<file path="src/rtl/digits_to_time_if.sv">
// Entry-side bundle for digits_to_time: digit/control strobes in, committed time and status out.
interface digits_to_time_if;
    logic       clear;
    logic       digit_valid;
    logic [3:0] digit;
    logic       back;
    logic [5:0] minutes;
    logic [5:0] seconds;
    logic       time_valid;
    logic       digit_err;
    logic [1:0] pos;
    logic       entry_active;

    modport master (
        output clear, digit_valid, digit, back,
        input  minutes, seconds, time_valid, digit_err, pos, entry_active
    );

    modport slave (
        input  clear, digit_valid, digit, back,
        output minutes, seconds, time_valid, digit_err, pos, entry_active
    );
endinterface

</file>
<file path="src/rtl/digits_to_time.sv">
// Sequential BCD MM:SS entry: stages range-checked digits, commits binary minutes/seconds.
// Optional backspace support enabled by defining DIGITS_TO_TIME_BACKSPACE_EN.
module digits_to_time #(
    parameter int unsigned MAX_MIN_TENS = 5,
    parameter int unsigned MAX_SEC_TENS = 5
) (
    input logic          clk,
    input logic          rst_n,
    digits_to_time_if.slave bus
);

    typedef enum logic [1:0] {
        S_M1 = 2'd0,
        S_M0 = 2'd1,
        S_S1 = 2'd2,
        S_S0 = 2'd3
    } state_t;

    state_t     state_q, state_d;
    logic [3:0] m1_q, m1_d, s1_q, s1_d;
    logic [5:0] stg_min_q, stg_min_d;
    logic [5:0] min_q, min_d, sec_q, sec_d;
    logic       tv_q, tv_d, err_q, err_d, act_q;
    logic [3:0] limit;
    logic       ok;

    // tens*10 + ones via shifts; tens never exceeds 5 so the sum fits in 6 bits
    function automatic logic [5:0] bcd2bin(input logic [3:0] t, input logic [3:0] o);
        return (6'(t) << 3) + (6'(t) << 1) + 6'(o);
    endfunction

    always_comb begin
        state_d   = state_q;
        m1_d      = m1_q;
        s1_d      = s1_q;
        stg_min_d = stg_min_q;
        min_d     = min_q;
        sec_d     = sec_q;
        tv_d      = 1'b0;
        err_d     = 1'b0;
        limit     = 4'd9;

        case (state_q)
            S_M1:    limit = 4'(MAX_MIN_TENS);
            S_S1:    limit = 4'(MAX_SEC_TENS);
            default: limit = 4'd9;
        endcase
        ok = (bus.digit <= limit);

        if (bus.clear) begin
            state_d   = S_M1;
            m1_d      = '0;
            s1_d      = '0;
            stg_min_d = '0;
        end else if (bus.digit_valid) begin
            if (!ok) begin
                err_d = 1'b1;
            end else begin
                case (state_q)
                    S_M1: begin
                        m1_d    = bus.digit;
                        state_d = S_M0;
                    end
                    S_M0: begin
                        stg_min_d = bcd2bin(m1_q, bus.digit);
                        state_d   = S_S1;
                    end
                    S_S1: begin
                        s1_d    = bus.digit;
                        state_d = S_S0;
                    end
                    default: begin
                        min_d     = stg_min_q;
                        sec_d     = bcd2bin(s1_q, bus.digit);
                        tv_d      = 1'b1;
                        state_d   = S_M1;
                        m1_d      = '0;
                        s1_d      = '0;
                        stg_min_d = '0;
                    end
                endcase
            end
        end
`ifdef DIGITS_TO_TIME_BACKSPACE_EN
        else if (bus.back) begin
            // step back one position and forget the digit stored there
            case (state_q)
                S_M0: begin
                    state_d = S_M1;
                    m1_d    = '0;
                end
                S_S1: begin
                    state_d   = S_M0;
                    stg_min_d = bcd2bin(m1_q, 4'd0);
                end
                S_S0: begin
                    state_d = S_S1;
                    s1_d    = '0;
                end
                default: state_d = state_q;
            endcase
        end
`endif
    end

`ifndef DIGITS_TO_TIME_BACKSPACE_EN
    logic unused_back;
    assign unused_back = bus.back;
`endif

    always_ff @(posedge clk or negedge rst_n) begin
        if (!rst_n) begin
            state_q   <= S_M1;
            m1_q      <= '0;
            s1_q      <= '0;
            stg_min_q <= '0;
            min_q     <= '0;
            sec_q     <= '0;
            tv_q      <= 1'b0;
            err_q     <= 1'b0;
            act_q     <= 1'b0;
        end else begin
            state_q   <= state_d;
            m1_q      <= m1_d;
            s1_q      <= s1_d;
            stg_min_q <= stg_min_d;
            min_q     <= min_d;
            sec_q     <= sec_d;
            tv_q      <= tv_d;
            err_q     <= err_d;
            act_q     <= (state_d != S_M1);
        end
    end

    assign bus.minutes      = min_q;
    assign bus.seconds      = sec_q;
    assign bus.time_valid   = tv_q;
    assign bus.digit_err    = err_q;
    assign bus.pos          = state_q;
    assign bus.entry_active = act_q;

endmodule
</file>
<file path="src/flat_wrapper.sv">
// flat-port wrapper written by rule: the top's interface ports become plain ports
module digits_to_time_flat 
#(
    parameter int unsigned MAX_MIN_TENS = 5,
    parameter int unsigned MAX_SEC_TENS = 5
)
  (clk, rst_n, bus_clear, bus_digit_valid, bus_digit, bus_back, bus_minutes, bus_seconds, bus_time_valid, bus_digit_err, bus_pos, bus_entry_active);
  digits_to_time_if bus_i ();
  input logic clk;
  input logic rst_n;
  input wire logic [$bits(bus_i.clear)-1:0] bus_clear;
  input wire logic [$bits(bus_i.digit_valid)-1:0] bus_digit_valid;
  input wire logic [$bits(bus_i.digit)-1:0] bus_digit;
  input wire logic [$bits(bus_i.back)-1:0] bus_back;
  output wire logic [$bits(bus_i.minutes)-1:0] bus_minutes;
  output wire logic [$bits(bus_i.seconds)-1:0] bus_seconds;
  output wire logic [$bits(bus_i.time_valid)-1:0] bus_time_valid;
  output wire logic [$bits(bus_i.digit_err)-1:0] bus_digit_err;
  output wire logic [$bits(bus_i.pos)-1:0] bus_pos;
  output wire logic [$bits(bus_i.entry_active)-1:0] bus_entry_active;
  assign bus_i.clear = bus_clear;
  assign bus_i.digit_valid = bus_digit_valid;
  assign bus_i.digit = bus_digit;
  assign bus_i.back = bus_back;
  assign bus_minutes = bus_i.minutes;
  assign bus_seconds = bus_i.seconds;
  assign bus_time_valid = bus_i.time_valid;
  assign bus_digit_err = bus_i.digit_err;
  assign bus_pos = bus_i.pos;
  assign bus_entry_active = bus_i.entry_active;
  digits_to_time #(.MAX_MIN_TENS(MAX_MIN_TENS), .MAX_SEC_TENS(MAX_SEC_TENS)) u_core (.clk(clk), .rst_n(rst_n), .bus(bus_i));
endmodule
</file>
<file path="config.mk">
export PLATFORM = sky130hd
export DESIGN_NAME = digits_to_time_flat
export DESIGN_NICKNAME = d
export VERILOG_FILES = /design/src/rtl/digits_to_time_if.sv /design/src/rtl/digits_to_time.sv /design/src/flat_wrapper.sv
export SDC_FILE = /design/constraint.sdc
export NUM_CORES = 1
export LEC_CHECK = 0
export BUFFER_PORTS_ARGS = -buffer_cell sky130_fd_sc_hd__buf_2
export CAP_MARGIN = 40
export CORE_MARGIN = 1.5
export CORE_UTILIZATION = 40
export CTS_BUF_LIST = sky130_fd_sc_hd__clkbuf_8
export CTS_CLUSTER_SIZE = 12
export DETAILED_ROUTE_END_ITERATION = 10
export GPL_ROUTABILITY_DRIVEN = 1
export REMOVE_ABC_BUFFERS = 1
export SLEW_MARGIN = 20
export SYNTH_ARGS = -nofsm -noshare
export SYNTH_HDL_FRONTEND = slang
export SYNTH_SLANG_ARGS = --single-unit
</file>
<file path="constraint.sdc">
create_clock -name clk -period 2.6 [get_ports clk]
set_input_delay 0.13 -clock clk [delete_from_list [all_inputs] [get_ports clk]]
set_output_delay 0.13 -clock clk [all_outputs]
set_load 0.02 [all_outputs]
</file>
==> run summary, run 1 <==
The core region is 4384 sq um. The min-delay analysis places its worst path in the category primary input to register. The startpoint type of the worst setup path is a register. For this design the ratio of total power to cell area is 542.1 nW/um^2.

During placement, the flow inserted port buffers numbering 24. For the count of final max-slew check failures, the log shows 0. The measured slew at the worst slew-check pin works out to 0.6839 ns. The total buffers and inverters traversed by the critical path was 1. For the relative max-transition margin, the log shows 0.5440. Synthesis produced a netlist whose cell count is 161. The worst register-to-register path has a setup slack of 0.33 ns.

The clock network latency to the later pin of the worst-skew pair is 0.28 ns. Static timing analysis puts the maximum clock frequency at 440.1 MHz. At the placement stage, the worst setup path has a slack of 0.3375 ns. The startpoint identified for the worst hold timing path is bus_digit[3]. The top cell types in the final layout, fill and taps aside, are 31 x sky130_fd_sc_hd__dfrtp_1, 24 x sky130_fd_sc_hd__buf_2, 19 x sky130_fd_sc_hd__ha_1, 15 x sky130_fd_sc_hd__nand2_1, 13 x sky130_fd_sc_hd__inv_1. During synthesis, Yosys emitted a total of 0 warnings.

The run gives 0 as the total of endpoints with negative setup slack in the final report. After detailed routing, the number of remaining DRC violations is 0. The floorplan has 24 rows. The clock-pin transition on the worst setup and hold timing paths was 0.07 ns; the area of the die was 4972 sq um.

The number of flops mapped to enable cells by yosys is 0, and the share of synthesized registers carrying an async set or reset is 1.000. TritonCTS built the clock tree. The via count was 1223; the count of H-tree levels built during CTS was 2.

Cell family with the largest share of critical-path delay: simple AND/OR/NAND/NOR gates. Once the clock tree was built, the resizer swapped 0 gates to a different size. The aggregate global-route resource usage was 0.1523; the longest individual stage delay on the worst path was 0.48 ns. Traced cell by cell, the critical path runs through inv_1 -> ha_1 -> and4b_2 -> o31ai_4 -> or3_1 -> mux2i_1.

The number of cells traversed by the worst register-to-register path came out at 6. The analysis attributes to cell leakage a power of 1.120 nW. The post-synthesis area per instance came out at 11.32 sq um. Along the worst hold path, the cell count comes to 3. The wire length of the first global-routing pass is 5865 microns, and the post-synthesis to final-layout area growth is 14.89%.

Data arrives at the worst endpoint at 2.48 ns. Fill cells in the final layout number 424. The number of maximum-capacitance violations was 0.

Post-layout utilization of the core: 0.4777. For this run the aggregate overflow at the end of global routing stands at 0. The summed instance area of the synthesized netlist was 1823 sq um. Starting density of the core: 0.4158. The tools report the category of the worst setup path capture point as a register.

Leaving out fill and tap cells, the most frequent cell in the layout is sky130_fd_sc_hd__dfrtp_1. The run gives 223 as the number of nets in the finished design. The worst register-to-register path begins at u_core.bus.pos[0]$_DFF_PN0_.

The horizontal die dimension was 70.51 microns. The number of cells after detailed placement is 235, and the clock period minus final worst setup slack is 2.272 ns. The main flop type after synthesis was sky130_fd_sc_hd__dfrtp_1.

VDD sags by at most 0.2265 mV. The endpoint of the worst hold path was u_core.s1_q[3]$_DFFE_PN0P_. In the routed layout, each cell is associated on average with a via count of 5.012. The synthesized flop and latch total is 31, and the average detailed-routed wire length per instance is 13.78 microns.

Clock tree synthesis inserted a total of 5 buffers. The run gives 0.3277 ns as the slack of the critical path. By startpoint and endpoint, the worst setup path is classified as register to register.

The proportion of layout cells with a drive suffix above 1 came out at 0.2656. Post-CTS timing repair inserted 0 buffers for setup. For the number of hold violations in the final report, the log shows 0. The number of sinks on the clock net is 31. The number of different library cells used by synthesis comes to 35. At the worst endpoint, the required time is 2.80 ns. Final weighted congestion in routability-driven placement: 0.7200. Pin placement for this block handled 26 I/O pins. The run gives 0 as the number of antenna violations at the first check in global routing. Post-detailed-route count of antenna-violating nets: 0.

The count of inserted antenna diode cells was 0; the die boundary height was 70.51 microns. The final routed wirelength across all metal layers was 3362 microns. For the accumulated negative setup slack, the log shows 0 ns. Once detailed placement completed, the half-perimeter wirelength came to 2541 microns. For the final worst clock skew, the log shows 0.006458 ns. The share of the clock period used by the worst path was 0.8740.

The run finished with clean final reports. Setup repair after global routing left no endpoint under its margin. Once layout is complete, the cells apart from fillers number 244. The pin count of the biggest net entering global routing came out at 32. The sequential share of the synthesized area was 0.4255.

The tree is rooted in a sky130_fd_sc_hd__clkbuf_8. For the maximum clock insertion buffer count, the log shows 2. In this run the critical register-to-register path is captured at u_core.s1_q[2]$_DFFE_PN0P_. The length of the first detailed-routing pass in iterations was 3; the maximum fanout count along the critical path was 8. The via count of the first global-routing pass was 1241. The slowest stage of the critical path is the sky130_fd_sc_hd__dfrtp_1 cell. Violation count after the first detailed-route iteration: 43.
-- through the flow --
| stage | instance area [sq um] | hold WS [ns] | power (W) |
|---|---|---|---|
| floorplan | 1793 | -0.1656 | 0.0006994 |
| global placement | 2001 | 0.2026 | 0.0007727 |
| CTS | 2095 | 0.1305 | 0.001154 |
| finish | 2095 | 0.1285 | 0.001135 |
| global route | 2095 | 0.1392 | 0.001206 |
| detailed placement | 2001 | 0.2122 | 0.0007841 |
-- cells in the mapped netlist (5+ instances only) --
master | n | area, sq um
sky130_fd_sc_hd__nand2_1 | 15 | 56.30
sky130_fd_sc_hd__o21ai_0 | 6 | 30.03
sky130_fd_sc_hd__inv_1 | 13 | 48.80
sky130_fd_sc_hd__a21oi_1 | 7 | 35.03
sky130_fd_sc_hd__xnor2_1 | 5 | 43.79
sky130_fd_sc_hd__nand3_1 | 5 | 25.02
sky130_fd_sc_hd__mux2i_1 | 8 | 80.08
sky130_fd_sc_hd__nand2b_1 | 6 | 37.54
sky130_fd_sc_hd__dfrtp_1 | 31 | 775.7
sky130_fd_sc_hd__nor2b_1 | 5 | 31.28
sky130_fd_sc_hd__ha_1 | 19 | 237.7
sky130_fd_sc_hd__mux2_2 | 10 | 112.6
-- state kept, by name (all words and copies together) (netlist names) --
name and count:
u_core.bus.pos 2, u_core.stg_min_q 6, u_core.s1_q 4, u_core.bus.minutes 6, u_core.bus.digit_err 1, u_core.bus.seconds 6, u_core.m1_q 4, u_core.bus.time_valid 1
u_core.bus.entry_active 1
-- worst max path at each step --
stage / slack [ns] / cells past startpoint / endpoint / from
6_report: 0.33 / 6 / u_core.s1_q[2]$_DFFE_PN0P_ / u_core.bus.pos[0]$_DFF_PN0_
5_1_grt: 0.17 / 6 / u_core.s1_q[2]$_DFFE_PN0P_ / u_core.bus.pos[0]$_DFF_PN0_
4_1_cts: 0.31 / 6 / u_core.s1_q[2]$_DFFE_PN0P_ / u_core.bus.pos[0]$_DFF_PN0_
3_5_place_dp: 0.34 / 6 / u_core.s1_q[2]$_DFFE_PN0P_ / u_core.bus.pos[0]$_DFF_PN0_
3_3_place_gp: 0.47 / 6 / u_core.s1_q[1]$_DFFE_PN0P_ / u_core.bus.pos[0]$_DFF_PN0_
2_1_floorplan: 0.32 / 5 / u_core.bus.minutes[0]$_DFFE_PN0P_ / u_core.bus.pos[0]$_DFF_PN0_
-- metal layers --
layer | vias up | GRT usage | share of wire
li1 | 609 | - | -
met1 | 584 | 0.1976 | 0.48
met2 | 23 | 0.2421 | 0.46
met3 | 7 | 0.04329 | 0.036
met4 | 0 | 0.05769 | 0.015
met5 | - | 0 | 0
-- where the power goes --
part	total (W)	internal (W)	switching, W
Sequential	0.000523	0.000506	0.0000177
Clock	0.000362	0.000183	0.000179
Combinational	0.000250	0.0000979	0.000152
Total	0.00114	0.000786	0.000349
-- worst reg2reg max path, delay by kind of cell (launching register included) --
kind	cells	cell delay [ns]
AOI/OAI and AO/OA	1	0.41
buffers and inverters	1	0.15
muxes	1	0.24
and+or+nand+nor	2	0.60
DFF	1	0.48
adders and majority gates	1	0.33
-- cell families (layout without fill, tap and decap cells) --
group | after synthesis | after routing | synth area share
AOI/OAI and AO/OA | 22 | 22 | 0.1002
xor gates and xnor gates | 6 | 6 | 0.02883
adders and majority gates | 23 | 23 | 0.1743
buffers and inverters | 18 | 49 | 0.04324
DFF | 31 | 31 | 0.4255
muxes | 18 | 18 | 0.1057
and+or+nand+nor | 43 | 43 | 0.1222
-- layout make-up --
class / count / area, sq um / share of cell area
multi-input cells: 112 / 968.4 / 0.4624
clock inverters: 3 / 15.01 / 0.007168
flip-flops and latches: 31 / 775.7 / 0.3704
clock buffers: 5 / 68.82 / 0.03286
well taps: 52 / 65.06 / 0.03106
repair buffers: 28 / 152.6 / 0.07288
inverters: 13 / 48.80 / 0.02330
-- what timing repair did --
action | 4_1_cts | 5_1_grt
endpoints found under the hold margin | 31 | 0
setup endpoints to repair | 0 | 0
hold buffers | 1 | 0
No activity file was read; power rests on OpenSTA's default activity.
==> inputs of run 2 (changes only) <==
Settings changed: CORE_ASPECT_RATIO from default to 0.7.
==> run 2 against run 1 <==
Compared with the run above:
- combinational power fell by 2%
- final area rose by 0.60%
- non-clock buffer count fell by 1
- critical path type unchanged
- clock power rose by 13%
- first-iteration DRC count fell by 60%
- count of clock-buffer cells in the layout rose by 2
- worst hold slack improved by 0.0029 ns
- clock skew fell by 0.0023 ns
==> run summary, run 2 (same netlist as run 1, synthesis figures left out) <==
The count of inserted antenna diode cells came out at 0 (unchanged). The tools report the number of maximum-capacitance violations as 0 (unchanged). The via count of the first global-routing pass was 1246 (+0.40%); the clock network latency to the later pin of the worst-skew pair was 0.29 ns (about the same). TritonCTS built the clock tree.

The run gives 0.4187 (+0.002868) as the starting density of the core. The fill cell instance count of the final layout is 427 (+0.71%). Setup repair after global routing left no endpoint under its margin. The proportion of layout cells with a drive suffix above 1 is 0.2565 (-0.009080). For the area occupied by multi-input gates, the log shows 968.4 sq um (unchanged). Average detailed-routed wire length per instance: 13.78 microns (about the same). For the count of H-tree levels built during CTS, the log shows 2 (unchanged). The number of hold violations in the final report is 0 (unchanged). The worst hold path cell count was 3 (unchanged).

The detailed-placement wirelength estimate was 2543 microns (about the same). The category of the worst setup path capture point is a register. The relative max-transition margin is 0.5379 (-0.006155). The clock period minus final worst setup slack was 2.277 ns (+0.005002 ns). The min-delay analysis places its worst path in the category primary input to register. The run gives 1.123 nW (+0.26%) as the leakage power of the design. The logs give 5 (unchanged) for the total clock buffers created by CTS and 0.3124 ns (-0.02518 ns) for the worst slack at placement. The area of the placeable core was 4354 sq um (-0.68%); the count of boundary I/O pins was 26 (unchanged).

The tools report the violation count after the first detailed-route iteration as 17 (-60%). The horizontal die dimension was 83.69 microns (+19%). The maximum fanout count along the critical path was 8 (unchanged); the number of sinks on the clock net was 31 (unchanged).

Number of resized instances in the post-cts repair step: 0 (unchanged). The logs give 1446 microns (-7.5%) for the routed length on met2 and 222 microns (+85%) for the routed length on met3. The run gives 2.44 ns (-0.04 ns) as the critical path data arrival time. The run finished with clean final reports. For the total of endpoints with negative setup slack in the final report, the log shows 0 (unchanged). The slack of the critical path is 0.3227 ns (-0.005002 ns).

The number of nets in the finished design is 222 (-0.45%), and the post-synthesis to final-layout area growth is 15.58%. The post-detailed-route count of antenna-violating nets came out at 0 (unchanged). Footprint of the flip-flops and latches: 775.7 sq um (unchanged). The run gives 0 (unchanged) as the final routed DRC violation total. The library cell used most frequently in the layout, excluding fill and tap cells, is sky130_fd_sc_hd__dfrtp_1.

The number of cells traversed by the worst register-to-register path was 6 (unchanged); the maximum clock insertion buffer count was 2 (unchanged). The average vias per placed instance was 4.955 (-1.1%); the number of core rows was 20 (-17%). The length of the first detailed-routing pass in iterations is 4 (+1), and the die boundary height is 59.48 microns (-16%).

The number of antenna violations at the first check in global routing was 0 (unchanged); the final worst clock skew was 0.004180 ns (-0.002278 ns). The total of buffers placed on input and output ports was 24 (unchanged); the aggregate global-route resource usage was 0.1606 (+0.008356). The logs give 5996 microns (+2.2%) for the wire length of the first global-routing pass and 439.1 MHz (-0.22%) for the maximum operating frequency. The total power per unit cell area is 559.5 nW/um^2 (+3.2%).

In this run the clock root is driven by a sky130_fd_sc_hd__clkbuf_8. The worst setup path is of the register to register kind. Detailed-routing wirelength on met1: 1682 microns (+3.4%). The measured slew at the worst slew-check pin was 0.6932 ns (+0.009232 ns). The final routed wirelength across all metal layers was 3391 microns (+0.86%). The share of the clock period used by the worst path came out at 0.8759 (+0.001924).

STA classifies the critical path startpoint as a register. For the final weighted congestion in routability-driven placement, the log shows 0.8821 (+23%). Total congestion overflow: 0 (unchanged). The clock-pin transition on the worst setup and hold timing paths was 0.06 ns (about the same). The tools report the accumulated negative setup slack as 0 ns (unchanged). Count of final max-slew check failures: 0 (unchanged). The highest metal layer used by the detailed router is met4. The logs give 0.2882 mV (+27%) for the worst-case vdd ir drop and 4978 sq um (+0.13%) for the area of the die. The pin count of the biggest net entering global routing was 32 (unchanged).

The top cell types in the final layout, fill and taps aside, are 31 x sky130_fd_sc_hd__dfrtp_1, 24 x sky130_fd_sc_hd__buf_2, 19 x sky130_fd_sc_hd__ha_1, 15 x sky130_fd_sc_hd__nand2_1, 14 x sky130_fd_sc_hd__inv_1. The endpoint required time on the critical path is 2.77 ns (-0.03 ns), and the via count is 1219 (-0.33%). For the number of post-CTS setup repair buffers, the log shows 0 (unchanged).
## run 2: worst max-delay path: stages, from the launching register on
cell	delay, ns
sky130_fd_sc_hd__dfrtp_1	0.48
sky130_fd_sc_hd__inv_1	0.13
sky130_fd_sc_hd__ha_1	0.33
sky130_fd_sc_hd__nor2_1	0.43
sky130_fd_sc_hd__o31ai_4	0.16
sky130_fd_sc_hd__or3_1	0.45
sky130_fd_sc_hd__mux2i_1	0.16
## run 2: area by class of cell
class                   instances  share of cell area
flip-flops and latches         31              0.3682
inverters                      13             0.02316
clock buffers                   7             0.04572
multi-input cells             112              0.4596
well taps                      55             0.03266
repair buffers                 27             0.06888
clock inverters                 1            0.001781
## run 2: worst paths after layout
path	from	to	slack (ns)
worst min-delay path	bus_digit[3]	u_core.s1_q[3]$_DFFE_PN0P_	0.13
worst max-delay path	u_core.bus.pos[0]$_DFF_PN0_	u_core.s1_q[1]$_DFFE_PN0P_	0.32
min in group asynchronous	rst_n	u_core.bus.time_valid$_DFF_PN0_	0.43
worst min register to register	u_core.bus.seconds[5]$_DFFE_PN0P_	u_core.bus.seconds[5]$_DFFE_PN0P_	0.48
max in group asynchronous	rst_n	u_core.m1_q[2]$_DFFE_PN0P_	1.73
worst max register to register	u_core.bus.pos[0]$_DFF_PN0_	u_core.s1_q[1]$_DFFE_PN0P_	0.32
## run 2: per-layer routing
layer | global-route usage | vias up
li1 | - | 608
met1 | 0.2100 | 574
met2 | 0.2500 | 31
met3 | 0.05850 | 6
met4 | 0.05621 | 0
met5 | 0 | -
## run 2: per-stage QoR
step | hold WS, ns | instances | instance area [sq um] | power, W | utilization
6_report | 0.1315 | 246 | 2107 | 0.001179 | 0.4839
5_1_grt | 0.1427 | 246 | 2107 | 0.001252 | 0.4839
4_1_cts | 0.1293 | 246 | 2107 | 0.001197 | 0.4839
3_5_place_dp | 0.2269 | 237 | 1997 | 0.0007808 | 0.4586
3_3_place_gp | 0.2048 | 237 | 1997 | 0.0007717 | 0.4586
2_1_floorplan | -0.1656 | 156 | 1793 | 0.0006994 | -
## run 2: what timing repair did
action / in CTS / in global routing
hold endpoints to repair: 31 / 0
hold buffers: 1 / 0
setup endpoints to repair: 0 / 0
## run 2: power by group
part / total (W) / internal (W) / switching (W)
logic: 0.000246 / 0.0000945 / 0.000152
clock network: 0.000409 / 0.000237 / 0.000172
registers: 0.000524 / 0.000506 / 0.0000178
total: 0.00118 / 0.000838 / 0.000341
==> inputs of run 3 (changes only) <==
Settings changed: ABC_AREA from default to 1, CORE_UTILIZATION 40 to 50, PLACE_DENSITY from default to 0.71.
==> run 3 against run 2 <==
Compared with the run above:
- final area decreased by 1.2%
- largest power group unchanged
- sequential power increased by 18%
- clock skew grew 0.0029 ns
- synthesized area down 0.96%
==> run summary, run 3 <==
The run finished with clean final reports. The post-synthesis area per instance is 8.722 sq um (-23%), and the number of nets in the finished design is 268 (+21%). The fill cell instance count of the final layout is 325 (-24%).

The via count of the first global-routing pass was 1238 (-0.64%); the count of inserted antenna diode cells was 0 (unchanged). The footprint of the flip-flops and latches is 775.7 sq um (unchanged), and the post-detailed-route count of antenna-violating nets is 0 (unchanged). In the layout the commonest cells are 75 x sky130_fd_sc_hd__nand2_1, 31 x sky130_fd_sc_hd__dfrtp_1, 24 x sky130_fd_sc_hd__buf_2, 21 x sky130_fd_sc_hd__inv_1, 19 x sky130_fd_sc_hd__ha_1. The average vias per placed instance was 4.937 (-0.36%).

The run gives 2458 microns (-3.3%) as the detailed-placement wirelength estimate. In the synthesized netlist, the cells that appear most often are 75 x sky130_fd_sc_hd__nand2_1, 31 x sky130_fd_sc_hd__dfrtp_1, 21 x sky130_fd_sc_hd__inv_1. The share of synthesized registers carrying an async set or reset came out at 1.000 (unchanged).

The violation count after the first detailed-route iteration was 71 (+54); the number of sinks on the clock net was 31 (unchanged). The number of flops mapped to enable cells by yosys was 0 (unchanged). The xor-xnor portion of the synthesized cell area was 0.01940 (-0.009422); the total cell area at the placement stage was 1953 sq um (-2.2%). The tools report the endpoint required time on the critical path as 2.77 ns (about the same). The most used standard cell by instance count after synthesis is sky130_fd_sc_hd__nand2_1. The measured slew at the worst slew-check pin was 0.6729 ns (-0.02029 ns). Cell accounting for the most synthesized area: sky130_fd_sc_hd__dfrtp_1. The distinct cell type count after synthesis came out at 23 (-34%). The area share of the largest cell type after synthesis came out at 0.4297 (+0.004129). Relative to the synthesized area, the layout overhead comes to 15.25%. The tools report the pin count of the biggest net entering global routing as 32 (unchanged).

The die boundary height came out at 53.28 microns (-10%). The power after layout is 0.001673 W (+42%). Critical path data arrival time: 2.07 ns (-0.37 ns). The portion of netlist area occupied by mux cells works out to 0 (-0.1057).

The logs give 0.4895 mV (+70%) for the worst-case vdd ir drop and 0.28 ns (about the same) for the clock network latency to the later pin of the worst-skew pair. The area of the die came out at 3986 sq um (-20%). The most common cell after layout, fill and taps aside is sky130_fd_sc_hd__nand2_1. The relative max-transition margin is 0.5514 (+0.01353). The number of antenna violations at the first check in global routing is 0 (unchanged), and the synthesized flop and latch total is 31 (unchanged). The run gives 18 (-10%) as the number of core rows. The worst slack at placement came out at 0.7293 ns (+0.4169 ns).

The logs give 0 (unchanged) for the count of final max-slew check failures and 1.255 nW (+12%) for the leakage power of the design. The tools report the number of hold violations in the final report as 0 (unchanged). TritonCTS built the clock tree. Count of boundary I/O pins: 26 (unchanged). Total clock buffers created by CTS: 5 (unchanged). Walking the worst path, the cells encountered are inv_1 -> fa_1 -> inv_1 -> fa_1 -> o21ai_0 -> a21oi_1 -> nand2_1 -> nand2_1. By area the synthesized netlist is led by sky130_fd_sc_hd__dfrtp_1 43%, sky130_fd_sc_hd__nand2_1 16%, sky130_fd_sc_hd__ha_1 13%.

The worst setup path is captured at a register. The slowest cell on the critical path is sky130_fd_sc_hd__fa_1. The maximum clock insertion buffer count was 2 (unchanged).

The via count came out at 1417 (+16%). The total congestion overflow is 0 (unchanged), and the total of endpoints with negative setup slack in the final report is 0 (unchanged). For the slack of the critical path, the log shows 0.7055 ns (+0.3828 ns). The total power per unit cell area was 803.9 nW/um^2 (+44%); the maximum fanout count along the critical path was 3 (-5). The accumulated negative setup slack was 0 ns (unchanged).

The clock period minus final worst setup slack works out to 1.894 ns (-0.3828 ns). The path type of the worst setup path was register to register. The clock-pin transition on the worst setup and hold timing paths was 0.07 ns (about the same); the area of the placeable core was 3491 sq um (-20%). Clock root buffer: sky130_fd_sc_hd__clkbuf_8. The compound-cell area share of the yosys netlist came out at 0.01663 (-0.08357). The run gives 0 (unchanged) as the number of post-CTS setup repair buffers. The startpoint type of the worst setup path is a register. The average detailed-routed wire length per instance is 11.64 microns (-16%), and the total buffers and inverters traversed by the critical path is 2 (+1).

Aggregate global-route resource usage: 0.1989 (+0.03831). For the maximum operating frequency, the log shows 527.9 MHz (+20%). The run gives 898.4 sq um (-7.2%) as the area occupied by multi-input gates. Setup repair after global routing left no endpoint under its margin.

The area share of and/or/nand/nor cells after synthesis was 0.2855 (+0.1633). The horizontal die dimension came out at 74.82 microns (-11%). The cell family with the largest share of critical-path delay was adder cells.

The classification of the worst-slack hold path is primary input to register. The logs give 3341 microns (-1.5%) for the final routed wirelength across all metal layers and 0 (unchanged) for the number of warnings printed during yosys synthesis. The run gives 207 (+29%) as the number of instances in the synthesized netlist. The largest family of logic cells by synthesized area is simple AND/OR/NAND/NOR gates. The run gives 0.5172 (+0.09853) as the starting density of the core. The length of the first detailed-routing pass in iterations is 4 (unchanged), and the longest individual stage delay on the worst path is 0.50 ns (+0.02 ns).

The final weighted congestion in routability-driven placement is 0.8290 (-6.0%), and the final design area excluding fillers is 2081 sq um (-1.2%). The share of the clock period used by the worst path was 0.7286 (-0.1472); the adder and majority gate portion of the synthesized area was 0.1760 (+0.001691). For the final routed DRC violation total, the log shows 0 (unchanged). The count of H-tree levels built during CTS is 2 (unchanged), and the final worst clock skew is 0.007116 ns (+0.002936 ns). Wire length of the first global-routing pass: 5692 microns (-5.1%). Among all flip-flop cells after synthesis, the most frequent one is sky130_fd_sc_hd__dfrtp_1. The tools report the number of maximum-capacitance violations as 0 (unchanged).

The proportion of layout cells with a drive suffix above 1 was 0.1772 (-0.07933); the sequential share of the synthesized area was 0.4297 (+0.004129). The total of buffers placed on input and output ports is 24 (unchanged), and the summed instance area of the synthesized netlist is 1805 sq um (-0.96%).
==> run 3: kinds of logic (layout without fill, tap and decap cells) <==
family,Yosys count,after routing
AND/OR/NAND/NOR,115,115
flip-flops,31,31
buffers and inverters,28,58
adder cells (fa/ha/maj),23,23
AO/OA/AOI/OAI,6,6
XOR/XNOR,4,4
==> run 3: path summary, 6_finish.rpt <==
path / depth (start not counted) / startpoint / to / slack, ns
max: 8 / u_core.m1_q[0]$_DFFE_PN0P_ / u_core.stg_min_q[4]$_DFFE_PN0P_ / 0.71
min reg2reg: 2 / u_core.stg_min_q[5]$_DFFE_PN0P_ / u_core.bus.minutes[5]$_DFFE_PN0P_ / 0.47
min in group asynchronous: 2 / rst_n / u_core.bus.digit_err$_DFF_PN0_ / 0.42
min: 3 / bus_digit[0] / u_core.stg_min_q[0]$_DFFE_PN0P_ / 0.14
max in group asynchronous: 2 / rst_n / u_core.m1_q[2]$_DFFE_PN0P_ / 1.74
max reg2reg: 8 / u_core.m1_q[0]$_DFFE_PN0P_ / u_core.stg_min_q[4]$_DFFE_PN0P_ / 0.71
==> run 3: report_power, final <==
| part | switching, W | internal, W | total, W |
|---|---|---|---|
| clock network | 0.000174 | 0.000310 | 0.000484 |
| logic | 0.000390 | 0.000182 | 0.000572 |
| registers | 0.0000565 | 0.000560 | 0.000617 |
==> run 3: tightest hold or removal path, delay by kind of cell <==
kind	cells	cell delay, ns
buf+inv	1	0.14
simple gates	2	0.11
==> run 3: final cells by class <==
type,instances,share of cell area
multi-input combinational,148,0.4317
sequential,31,0.3728
timing repair buffer,25,0.06254
clock inverter,2,0.01684
inverter,25,0.04630
tap,50,0.03007
clock buffer,6,0.03969
==> run 3: stage by stage <==
| step | utilization | cells | hold WS, ns |
|---|---|---|---|
| 2_1_floorplan | - | 204 | -0.1656 |
| 3_3_place_gp | 0.5595 | 278 | 0.2120 |
| 3_5_place_dp | 0.5595 | 278 | 0.2092 |
| 4_1_cts | 0.5961 | 287 | 0.1265 |
| 5_1_grt | 0.5961 | 287 | 0.1404 |
| 6_report | 0.5961 | 287 | 0.1363 |
==> run 3: per-layer routing <==
| layer | part of all wire | global-route usage | vias to the layer above | routed length [microns] |
|---|---|---|---|---|
| met1 | 0.53 | 0.2956 | 658 | 1781 |
| met2 | 0.42 | 0.2758 | 37 | 1398 |
| li1 | - | - | 722 | - |
| met4 | 0 | 0.03636 | 0 | 0 |
| met5 | 0 | 0 | - | 0 |
| met3 | 0.048 | 0.07429 | 0 | 161 |
==> run 3: what timing repair did <==
item | in CTS | in global routing
hold buffers | 1 | 0
gates resized for setup | 0 | 0
hold endpoints to repair | 31 | 0
